--- src/rtl/axil_rd_arbiter.sv ---
// Round-robin arbiter that funnels NUM_REQ read requesters onto one AXI4-Lite
// read master port, with at most one transaction outstanding.
module axil_rd_arbiter #(
  parameter int NUM_REQ    = 4,
  parameter int ADDR_WIDTH = 32,
  parameter int DATA_WIDTH = 32,
  parameter int ID_WIDTH   = $clog2(NUM_REQ)
) (
  input  logic                          clk,
  input  logic                          rst,
  input  logic [NUM_REQ-1:0]            req_valid,
  input  logic [NUM_REQ*ADDR_WIDTH-1:0] req_addr,
  output logic [NUM_REQ-1:0]            req_ready,
  output logic                          resp_valid,
  output logic [ID_WIDTH-1:0]           resp_id,
  output logic [DATA_WIDTH-1:0]         resp_data,
  output logic                          resp_err,
  output logic [ADDR_WIDTH-1:0]         ARADDR,
  output logic                          ARVALID,
  input  logic                          ARREADY,
  input  logic [DATA_WIDTH-1:0]         RDATA,
  input  logic [1:0]                    RRESP,
  input  logic                          RVALID,
  output logic                          RREADY,
  output logic                          busy
);

  typedef enum logic [1:0] {
    IDLE = 2'd0,
    ADDR = 2'd1,
    DATA = 2'd2,
    RESP = 2'd3
  } state_t;

  state_t state, state_nxt;

  logic [ID_WIDTH-1:0]   last_grant;
  logic [ID_WIDTH-1:0]   id_q;

  logic [NUM_REQ-1:0]    grant_hi, grant_lo, grant;
  logic [ID_WIDTH-1:0]   win_hi, win_lo, win_id;
  logic [ADDR_WIDTH-1:0] addr_hi, addr_lo, win_addr;
  logic                  accept;

  // Round-robin search split into two passes: requesters above last_grant
  // take priority over those at or below it, which gives the wrap-around order
  // without modulo arithmetic and never touches an index >= NUM_REQ.
  always_comb begin
    grant_hi = '0;
    grant_lo = '0;
    win_hi   = '0;
    win_lo   = '0;
    addr_hi  = '0;
    addr_lo  = '0;
    for (int unsigned i = 0; i < NUM_REQ; i++) begin
      if (req_valid[i]) begin
        if (i > 32'(last_grant)) begin
          if (grant_hi == '0) begin
            grant_hi[i] = 1'b1;
            win_hi      = ID_WIDTH'(i);
            addr_hi     = req_addr[i*ADDR_WIDTH +: ADDR_WIDTH];
          end
        end else if (grant_lo == '0) begin
          grant_lo[i] = 1'b1;
          win_lo      = ID_WIDTH'(i);
          addr_lo     = req_addr[i*ADDR_WIDTH +: ADDR_WIDTH];
        end
      end
    end
    if (grant_hi != '0) begin
      grant    = grant_hi;
      win_id   = win_hi;
      win_addr = addr_hi;
    end else begin
      grant    = grant_lo;
      win_id   = win_lo;
      win_addr = addr_lo;
    end
  end

  // Gating with rst keeps req_ready low while reset is asserted even if
  // requesters are already driving req_valid.
  assign req_ready = (state == IDLE && rst) ? grant : '0;
  assign accept    = (req_ready != '0);

  always_ff @(posedge clk or negedge rst) begin
    if (!rst) begin
      state      <= IDLE;
      last_grant <= ID_WIDTH'(NUM_REQ - 1);
      id_q       <= '0;
      ARADDR     <= '0;
      resp_id    <= '0;
      resp_data  <= '0;
      resp_err   <= '0;
    end else begin
      state <= state_nxt;
      if (accept) begin
        last_grant <= win_id;
        id_q       <= win_id;
        ARADDR     <= win_addr;
      end
      if (state == DATA && RVALID) begin
        resp_id   <= id_q;
        resp_data <= RDATA;
        resp_err  <= (RRESP != 2'b00);
      end
    end
  end

  always_comb begin
    state_nxt  = state;
    ARVALID    = 1'b0;
    RREADY     = 1'b0;
    resp_valid = 1'b0;
    busy       = 1'b1;
    unique case (state)
      IDLE: begin
        busy = 1'b0;
        if (accept) state_nxt = ADDR;
      end
      ADDR: begin
        ARVALID = 1'b1;
        if (ARREADY) state_nxt = DATA;
      end
      DATA: begin
        RREADY = 1'b1;
        if (RVALID) state_nxt = RESP;
      end
      RESP: begin
        resp_valid = 1'b1;
        state_nxt  = IDLE;
      end
    endcase
  end

endmodule

--- config.mk ---
export PLATFORM = sky130hd
export DESIGN_NAME = axil_rd_arbiter
export DESIGN_NICKNAME = d
export VERILOG_FILES = /design/src/rtl/axil_rd_arbiter.sv
export SDC_FILE = /design/constraint.sdc
export NUM_CORES = 1
export LEC_CHECK = 0
export ABC_AREA = 1
export BUFFER_PORTS_ARGS = -buffer_cell sky130_fd_sc_hd__buf_2
export CAP_MARGIN = 20
export CORE_MARGIN = 5
export CORE_UTILIZATION = 43
export CTS_BUF_LIST = sky130_fd_sc_hd__clkbuf_8
export CTS_CLUSTER_SIZE = 10
export DETAILED_ROUTE_END_ITERATION = 7
export PLACE_DENSITY = 0.79
export SLEW_MARGIN = 20
export SYNTH_ARGS = -nofsm -noshare
export SYNTH_HDL_FRONTEND = slang
export SYNTH_SLANG_ARGS = --single-unit
--- constraint.sdc ---
create_clock -name clk -period 1.75 [get_ports clk]
set_input_delay 0.175 -clock clk [delete_from_list [all_inputs] [get_ports clk]]
set_output_delay 0.175 -clock clk [all_outputs]
set_load 0.05 [all_outputs]
==> results.json, run 1 <==
{
  "clk_latency_ns": 0.34,
  "drive_above_1_share": 0.376,
  "r2r_cells": 13,
  "regArea_sq_um": 1830,
  "core_sq_um": 11000,
  "reg2reg_slack_ns": -0.20,
  "die_w_microns": 116,
  "drt_iter0_markers": 384,
  "routed_wl_mm": 18.6,
  "vias": 5953,
  "final_util": 0.641,
  "clock_sinks": 73,
  "clock_skew_ns": 0.0101,
  "synth_top_area_share": 0.365,
  "area_delta_synth_final_pct": 44.6,
  "hold_slack_ns": 0.0182,
  "total_power_w": 0.0128,
  "multi_input_area_sq_um": 2680,
  "synth-main-ff-cell": "dfrtp_1",
  "num_rows": 38,
  "outcome": "finished with violations",
  "drc": 0,
  "end_kind": "output pin",
  "min_from": "RDATA[21]",
  "hold_class": "primary input to flip-flop",
  "die_h_microns": 116,
  "path_clk_slew_ns": 0.08,
  "dr.pass1.iters": 7,
  "fin_crit_ns": 1.98,
  "r2r_start": "last_grant[1]",
  "crit_arrival_ns": 1.81,
  "hpwl_mm": 13.7,
  "first_global_vias": 5866,
  "path_max_fanout": 4,
  "post-route-period-util": 1.13,
  "grt_max_degree": 74,
  "ios": 245,
  "crit_path_start_kind": "flip-flop",
  "clock_path_buffers": 2,
  "holdPathEnd": "resp_data[21]",
  "synth_nets": 901,
  "finalSetupViolations": 41,
  "dpl_cell_area_sq_um": 6450,
  "grt_usage": 0.269,
  "synth.cell_area_sq_um": 4870,
  "fmax_ghz": 0.505,
  "synthCells": 726,
  "cts_tree": "built",
  "hold_viol": 0,
  "gr-total-overflow": 0,
  "die_area_sq_um": 13600,
  "yosysTopAreaCell": "dfrtp_1",
  "start_util": 0.444,
  "path_class": "flip-flop to output pin",
  "rr_endpoint": "ARADDR[29]",
  "rsz0062_at_grt": "yes",
  "synth-edff-count": 0,
  "dp_slack_ns": -0.0332,
  "startpoint": "last_grant[1]",
  "htreeDepth": 3,
  "wl_per_cell_microns": 16.2,
  "cts_buffers": 9,
  "layout.nets": 1173,
  "avgViaCountPerCell": 5.20,
  "antenna_left": 0,
  "synth_seq_cells": 73,
  "violations": "negative setup slack",
  "cp_data_required_time_ns": 1.57,
  "gp_congestion": 0.921,
  "design_area_sq_um": 7050,
  "timing.slew.headroom": 0.371,
  "avgSynthCellArea_sq_um": 6.71,
  "yosysSeqAreaShare": 0.375,
  "max_cap_violations": 0,
  "io_buffers": 244,
  "grt_pass1_wl_mm": 28.7,
  "clockRootBuffer": "clkbuf_8",
  "ys_types": 31,
  "ys.warnings.count": 0,
  "power_density_nw_per_um2": 1820,
  "setup_slack_ns": -0.231,
  "synthArstFlopShare": 1.00,
  "fill_cells": 1030,
  "drv_slew": 0,
  "holdPathStages": 3,
  "worst_pin_slew_ns": 0.944,
  "synthTopCellsByArea": "dfrtp_1, nand2_1, o21ai_0",
  "antenna_found_initial": 0,
  "irDropWorstVdd_v": 0.00107,
  "p_leak_nw": 4.02
}
[critical path, cell delays in order, from the launching register on]
cell     delay [ns]
dfstp_2        0.61
inv_4          0.07
nand2_4        0.09
buf_6          0.11
nand3_4        0.05
o21ai_1        0.13
nand2_1        0.11
buf_6          0.14
inv_4          0.04
buf_8          0.13
[sequential cells by signal (all words and copies together), names as in the netlist]
register,count
ARADDR,32
resp_data,32
id_q,2
last_grant,2
resp_id,2
state,2
resp_err,1
[synthesized netlist by cell type (8+ instances only)]
| master | number |
|---|---|
| buf_6 | 8 |
| a21oi_1 | 15 |
| o211ai_1 | 33 |
| inv_1 | 55 |
| nand2_1 | 305 |
| clkbuf_1 | 29 |
| o21ai_2 | 9 |
| o21ai_0 | 60 |
| nand3_1 | 34 |
| nor2_1 | 32 |
| nand4_1 | 25 |
| dfrtp_1 | 71 |
[power breakdown]
part           switching, W  leakage [nW]  total (W)  internal (W)
clock              0.000674         0.117    0.00162      0.000947
combinational       0.00577          2.99    0.00834       0.00257
sequential         0.000423         0.919    0.00288       0.00246
[cell type report]
class	instances	area share
multi-input cells	544	0.381
repair buffers	307	0.264
flip-flops and latches	73	0.260
inverters	62	0.0357
well taps	140	0.0249
clock buffers	9	0.0176
clock inverters	7	0.0167
repair inverters	1	0.000710
diodes	1	0.000355
[routing by layer]
metal,up-vias,routed length [microns],GRT usage
li1,2902,-,-
met1,2716,7200,0.332
met2,285,9180,0.460
met3,50,1630,0.0596
met4,0,558,0.101
met5,-,0,0
[cells by family (layout without fill, tap and decap cells)]
kind of cell | Yosys count | in the layout | synth area share
AOI/OAI and AO/OA | 128 | 128 | 0.160
buffers and inverters | 109 | 386 | 0.101
adders and majority gates | 5 | 5 | 0.0128
other | 0 | 1 | 0
and+or+nand+nor | 411 | 411 | 0.350
DFF | 73 | 73 | 0.375
[through the flow]
step | TNS (ns) | cells
global placement | 0 | 1111
detailed placement | -0.207 | 1111
global route | -9.92 | 1143
floorplan | 0 | 726
CTS | -3.41 | 1139
finish | -6.71 | 1144
[cell usage in the layout (no fill, tap or decap), types with 2 or more instances in the layout]
cell	instances
a32oi_1	2
o21ai_0	58
nand4_1	25
nand2_1	296
nand2_4	8
buf_12	6
o2111ai_1	3
nor2_2	4
inv_6	2
inv_4	4
buf_6	8
a21oi_1	15
nand3_4	4
nand2_2	8
o21ai_1	3
buf_8	3
buf_2	240
o21ai_2	10
nand3_1	32
bufinv_16	3
buf_4	49
ha_1	4
o211ai_1	33
nor2_1	29
clkbuf_8	9
dfrtp_1	71
inv_2	5
dfstp_2	2
inv_1	51
o22ai_1	2
clkinvlp_4	3
[timing repair]
item / CTS / global route
setup buffers: 9 / 5
endpoints found under the setup margin: 38 / 42
pin swaps: 10 / 7
hold buffers: 0 / 0
cloned: 3 / 0
gates resized for setup: 37 / 23
[worst max-delay path by stage]
| stage | end | slack, ns | cells after the start |
|---|---|---|---|
| 2_1_floorplan | last_grant[1] | 0.01 | 8 |
| 5_1_grt | req_ready[1] | -0.30 | 8 |
| 3_3_place_gp | ARADDR[22] | 0.003 | 12 |
| 3_5_place_dp | ARADDR[19] | -0.03 | 10 |
| 6_report | req_ready[1] | -0.23 | 9 |
| 4_1_cts | req_ready[1] | -0.17 | 9 |
Note: power is estimated with default switching activity, not from simulation.
==> inputs of run 2 (changes only) <==
Settings changed: HOLD_SLACK_MARGIN set to 0.06.
==> results.json, run 2 (synthesis gave the netlist of run 1 again) <==
{
  "outcome": "finished with violations",
  "violations": "negative setup slack",
  "worst_pin_slew_ns": 0.931,
  "r2r_start": "last_grant[1]",
  "num_rows": 38,
  "layout_commonest_cell": "nand2_1",
  "core_sq_um": 11000,
  "pwr-share-comb": 0.655,
  "hold_class": "primary input to async pin",
  "p_leak_nw": 4.18,
  "timing.slew.headroom": 0.380,
  "hold_slack_ns": 0.0891,
  "power_density_nw_per_um2": 1770,
  "antenna_left": 0,
  "cts_buffers": 9,
  "crit_path_start_kind": "flip-flop",
  "path_clk_slew_ns": 0.09,
  "start_util": 0.444,
  "dpl_cell_area_sq_um": 6450,
  "dp_slack_ns": -0.0332,
  "sequentialPowerShare": 0.223,
  "cp_data_required_time_ns": 1.98,
  "clk_latency_ns": 0.35,
  "fin_crit_ns": 2.01,
  "avgViaCountPerCell": 5.26,
  "drive_above_1_share": 0.393,
  "fill_cells": 969,
  "path_max_fanout": 7,
  "ios": 245,
  "path_class": "flip-flop to flip-flop",
  "final_cell_mix": "nand2_1, buf_2, dfrtp_1, o21ai_0, inv_1",
  "fmax_ghz": 0.498,
  "clock_path_buffers": 2,
  "htreeDepth": 3,
  "final_util": 0.684,
  "setup_slack_ns": -0.257,
  "end_kind": "flip-flop",
  "drv_slew": 0,
  "crit_arrival_ns": 2.24,
  "sw_frac_of_total": 0.535,
  "design_area_sq_um": 7510,
  "first_global_vias": 6182,
  "startpoint": "last_grant[1]",
  "die_h_microns": 116,
  "wl_per_cell_microns": 16.7,
  "routed_wl_mm": 19.7,
  "cts_tree": "built",
  "clockRootBuffer": "clkbuf_8",
  "clock_sinks": 73,
  "area_delta_synth_final_pct": 54.1,
  "max_cap_violations": 0,
  "post-route-period-util": 1.15,
  "irDropWorstVdd_v": 0.00104,
  "p_sw_w": 0.00712,
  "gp_congestion": 0.921,
  "drc": 0,
  "die_area_sq_um": 13600,
  "clock_skew_ns": 0.0126,
  "hpwl_mm": 13.7,
  "grt_max_degree": 74,
  "gr-total-overflow": 0,
  "rsz0062_at_grt": "yes",
  "largestRegisters": "ARADDR: 32 flops, resp_data: 32 flops",
  "grt_usage": 0.282,
  "io_buffers": 244,
  "die_w_microns": 116,
  "p_int_w": 0.00617,
  "grt_pass1_wl_mm": 30.0,
  "hold_viol": 0,
  "antenna_found_initial": 0,
  "drt_iter0_markers": 405,
  "p_clk_frac": 0.123,
  "finalSetupViolations": 40,
  "dr.pass1.iters": 7,
  "layout.nets": 1207,
  "vias": 6208
}
==> run 2: changes by cell type in the layout (fill, tap and decap cells not counted), sizes merged <==
cell         delta
buf             +2
dlygate4sd3    +32
clkbuf          +1
diode           +2
inv             -1
bufbuf          -1
clkinv          +1
==> run 2: worst paths after layout <==
path,end,slack (ns),cells past startpoint
worst max-delay path,ARADDR[15],-0.26,12
worst min-delay path,ARADDR[1],0.09,2
worst max register to register,ARADDR[15],-0.26,12
worst min register to register,resp_data[14],0.48,2
max in group asynchronous,ARADDR[27],1.06,2
min in group clk,resp_err,0.12,3
==> run 2: cell type report <==
type	count	area (sq um)	share of cell area
diodes	3	7.51	0.00100
clock buffers	9	124	0.0165
clock inverters	7	118	0.0157
inverters	62	251	0.0335
multi-input cells	544	2780	0.370
flip-flops and latches	73	1830	0.244
well taps	140	175	0.0233
repair buffers	341	2220	0.296
repair inverters	1	5.00	0.000666
==> run 2: repair_timing <==
action / in CTS / in global routing
gates cloned: 3 / 1
setup endpoints to repair: 38 / 42
buffers inserted: 9 / 5
hold buffers: 32 / 0
resized for setup: 37 / 57
pin swaps: 10 / 24
endpoints found under the hold margin: 32 / 0
==> run 2: per-stage QoR <==
step,TNS (ns),instances,power (W)
after global placement,0,1111,0.0105
final,-8.53,1180,0.0133
after detailed placement,-0.207,1111,0.0106
after CTS,-3.41,1171,0.0127
after global routing,-11.75,1177,0.0141
after floorplan,0,726,0.00835
==> run 2: layer usage <==
metal  track usage  vias to the layer above  wire, microns
met5             0                        -              0
met4         0.132                        0            654
met3        0.0653                       58           1690
met2         0.481                      315           9950
met1         0.337                     2860           7430
li1              -                     2975              -
==> run 2: power groups by stage <==
stage | Clock [W] | Combinational, W | Sequential [W]
finish | 0.00163 | 0.00870 | 0.00296
global route | 0.00172 | 0.00934 | 0.00304
CTS | 0.00165 | 0.00814 | 0.00287
detailed placement | 0 | 0.00770 | 0.00288
global placement | 0 | 0.00759 | 0.00287
floorplan | 0 | 0.00315 | 0.00520
==> run 2: critical path, stage by stage, from the launching register on <==
cell      delay (ns)
dfstp_2         0.60
nand2_2         0.12
nand2_4         0.12
nand3_4         0.08
o21ai_1         0.12
nand2_1         0.08
buf_4           0.14
nand3_4         0.14
clkinv_4        0.09
buf_12          0.14
buf_12          0.14
nand2_2         0.06
nand2_1         0.06
==> inputs of run 3 (changes only) <==
Settings changed: ABC_AREA 1 to unset, CORE_UTILIZATION 43 to 42.
==> results.json, run 3 <==
{
  "synth_seq_cells": 73,
  "hold_class": "primary input to flip-flop",
  "crit_arrival_ns": 1.81,
  "grt_max_degree": 39,
  "die_w_microns": 113,
  "gr-total-overflow": 0,
  "htreeDepth": 3,
  "synth_common_cells": "dfrtp_1, a21oi_1, mux2_2, nand2_1, o21ai_0",
  "largestRegisters": "ARADDR: 32 flops, resp_data: 32 flops",
  "clock_skew_ns": 0.0151,
  "startpoint": "last_grant[0]",
  "max_cap_violations": 0,
  "io_buffers": 244,
  "dp_slack_ns": -0.0562,
  "fmax_ghz": 0.505,
  "avgSynthCellArea_sq_um": 9.56,
  "finalSetupViolations": 31,
  "timing.slew.headroom": 0.680,
  "end_kind": "output pin",
  "num_rows": 37,
  "start_util": 0.430,
  "final_cell_mix": "buf_2, dfrtp_1, buf_4, mux2_2, dlygate4sd3_1",
  "rsz0062_at_grt": "yes",
  "antenna_cells": 0,
  "antenna_left": 0,
  "ios": 245,
  "irDropWorstVdd_v": 0.00121,
  "cts_buffers": 9,
  "cts_tree": "built",
  "synthTopCellsByArea": "dfrtp_1, mux2_2, a222oi_1",
  "gp_congestion": 0.894,
  "drv_slew": 0,
  "outcome": "finished with violations",
  "wl_per_cell_microns": 20.4,
  "power_density_nw_per_um2": 1810,
  "avgViaCountPerCell": 5.92,
  "yosys.cell_count.top_type": "dfrtp_1",
  "cp_data_required_time_ns": 1.57,
  "core_sq_um": 10300,
  "finalSetupTns_ns": -2.14,
  "layout_commonest_cell": "buf_2",
  "ys_types": 51,
  "synthCells": 463,
  "drc": 0,
  "worstSetupEndpoint": "req_ready[0]",
  "synth_nets": 638,
  "setup_slack_ns": -0.230,
  "post-route-period-util": 1.13,
  "p_leak_nw": 3.39,
  "path_class": "flip-flop to output pin",
  "die_h_microns": 113,
  "grt_pass1_wl_mm": 29.3,
  "synth_top_area_share": 0.402,
  "clk_latency_ns": 0.36,
  "yosysTopAreaCell": "dfrtp_1",
  "worst_pin_slew_ns": 0.481,
  "area_delta_synth_final_pct": 64.9,
  "synth.cell_area_sq_um": 4420,
  "layout.nets": 956,
  "drive_above_1_share": 0.557,
  "clock_path_buffers": 2,
  "crit_path_start_kind": "flip-flop",
  "r2r_cells": 8,
  "synth-edff-count": 0,
  "antenna_found_initial": 0,
  "synthArstFlopShare": 1.00,
  "ys.warnings.count": 0,
  "synth-main-ff-cell": "dfrtp_1",
  "rr_endpoint": "ARADDR[7]",
  "grt_usage": 0.287,
  "hpwl_mm": 12.9,
  "die_area_sq_um": 12700,
  "yosysSeqAreaShare": 0.413,
  "clockRootBuffer": "clkbuf_8",
  "routed_wl_mm": 18.8,
  "reg2reg_slack_ns": -0.09,
  "drt_iter0_markers": 442,
  "first_global_vias": 5768,
  "fin_crit_ns": 1.98,
  "hold_viol": 0,
  "violations": "negative setup slack",
  "r2r_start": "last_grant[0]",
  "dr.pass1.iters": 6,
  "vias": 5454,
  "path_clk_slew_ns": 0.08,
  "clock_sinks": 73,
  "path_max_fanout": 4
}
[run 3: layout make-up]
class | instances | area (sq um)
Clock inverter | 7 | 61.3
Clock buffer | 9 | 124
Sequential cell | 73 | 1830
Inverter | 9 | 33.8
Tap cell | 136 | 170
Fill cell | 776 | 2980
Timing Repair Buffer | 351 | 2360
Multi-Input combinational cell | 337 | 2720
[run 3: worst min-delay path by stage]
stage,slack [ns],cells after the start,to,startpoint
floorplan,-0.12,0,ARADDR[0],rst
global placement,-0.005,1,ARADDR[28],rst
detailed placement,-0.003,1,ARADDR[28],rst
CTS,0.07,2,resp_data[9],RDATA[9]
global route,0.07,2,resp_data[9],RDATA[9]
finish,0.08,2,resp_data[9],RDATA[9]
[run 3: critical path, cell delays in order, from the launching register on]
cell,delay (ns)
dfstp_2,0.54
buf_6,0.13
buf_6,0.10
and2_4,0.17
nor2b_4,0.05
nor4bb_4,0.27
buf_6,0.20
[run 3: logic make-up after synthesis]
kind of cell	share of synthesized area
mux	0.0888
compound gates	0.297
fa+ha+maj	0.0141
simple gates	0.132
flops	0.413
buf+inv	0.0546
[run 3: timing repair]
item	in CTS	in global routing
endpoints found under the hold margin	102	0
pin swaps	15	13
hold buffers	32	0
buffers inserted	20	2
cloned	3	1
gates resized for setup	73	27
setup endpoints to repair	34	38
[run 3: layer usage]
layer,vias to the layer above,wire [microns],track usage,part of all wire
met4,0,422,0.0978,0.022
met2,330,9480,0.511,0.50
li1,2434,-,-,-
met3,41,1790,0.0701,0.095
met1,2649,7140,0.336,0.38
met5,-,0,0,0
[run 3: metrics by stage]
step                      hold slack [ns]  area, sq um  utilization  cells  total power (W)
after floorplan                    -0.121         4510            -    463          0.00859
after global placement           -0.00527         6220        0.606    851           0.0107
after detailed placement         -0.00323         6220        0.606    851           0.0110
after CTS                          0.0707         7150        0.696    920           0.0130
after global routing               0.0663         7290        0.710    922           0.0138
final                              0.0759         7290        0.710    922           0.0132
[run 3: where the power goes]
| group | internal, W | switching (W) | leakage [nW] | total (W) |
|---|---|---|---|---|
| Clock | 0.000539 | 0.000724 | 0.0884 | 0.00126 |
| Sequential | 0.00257 | 0.000500 | 0.851 | 0.00307 |
| Combinational | 0.00312 | 0.00574 | 2.46 | 0.00886 |
| Total | 0.00623 | 0.00696 | 3.39 | 0.0132 |
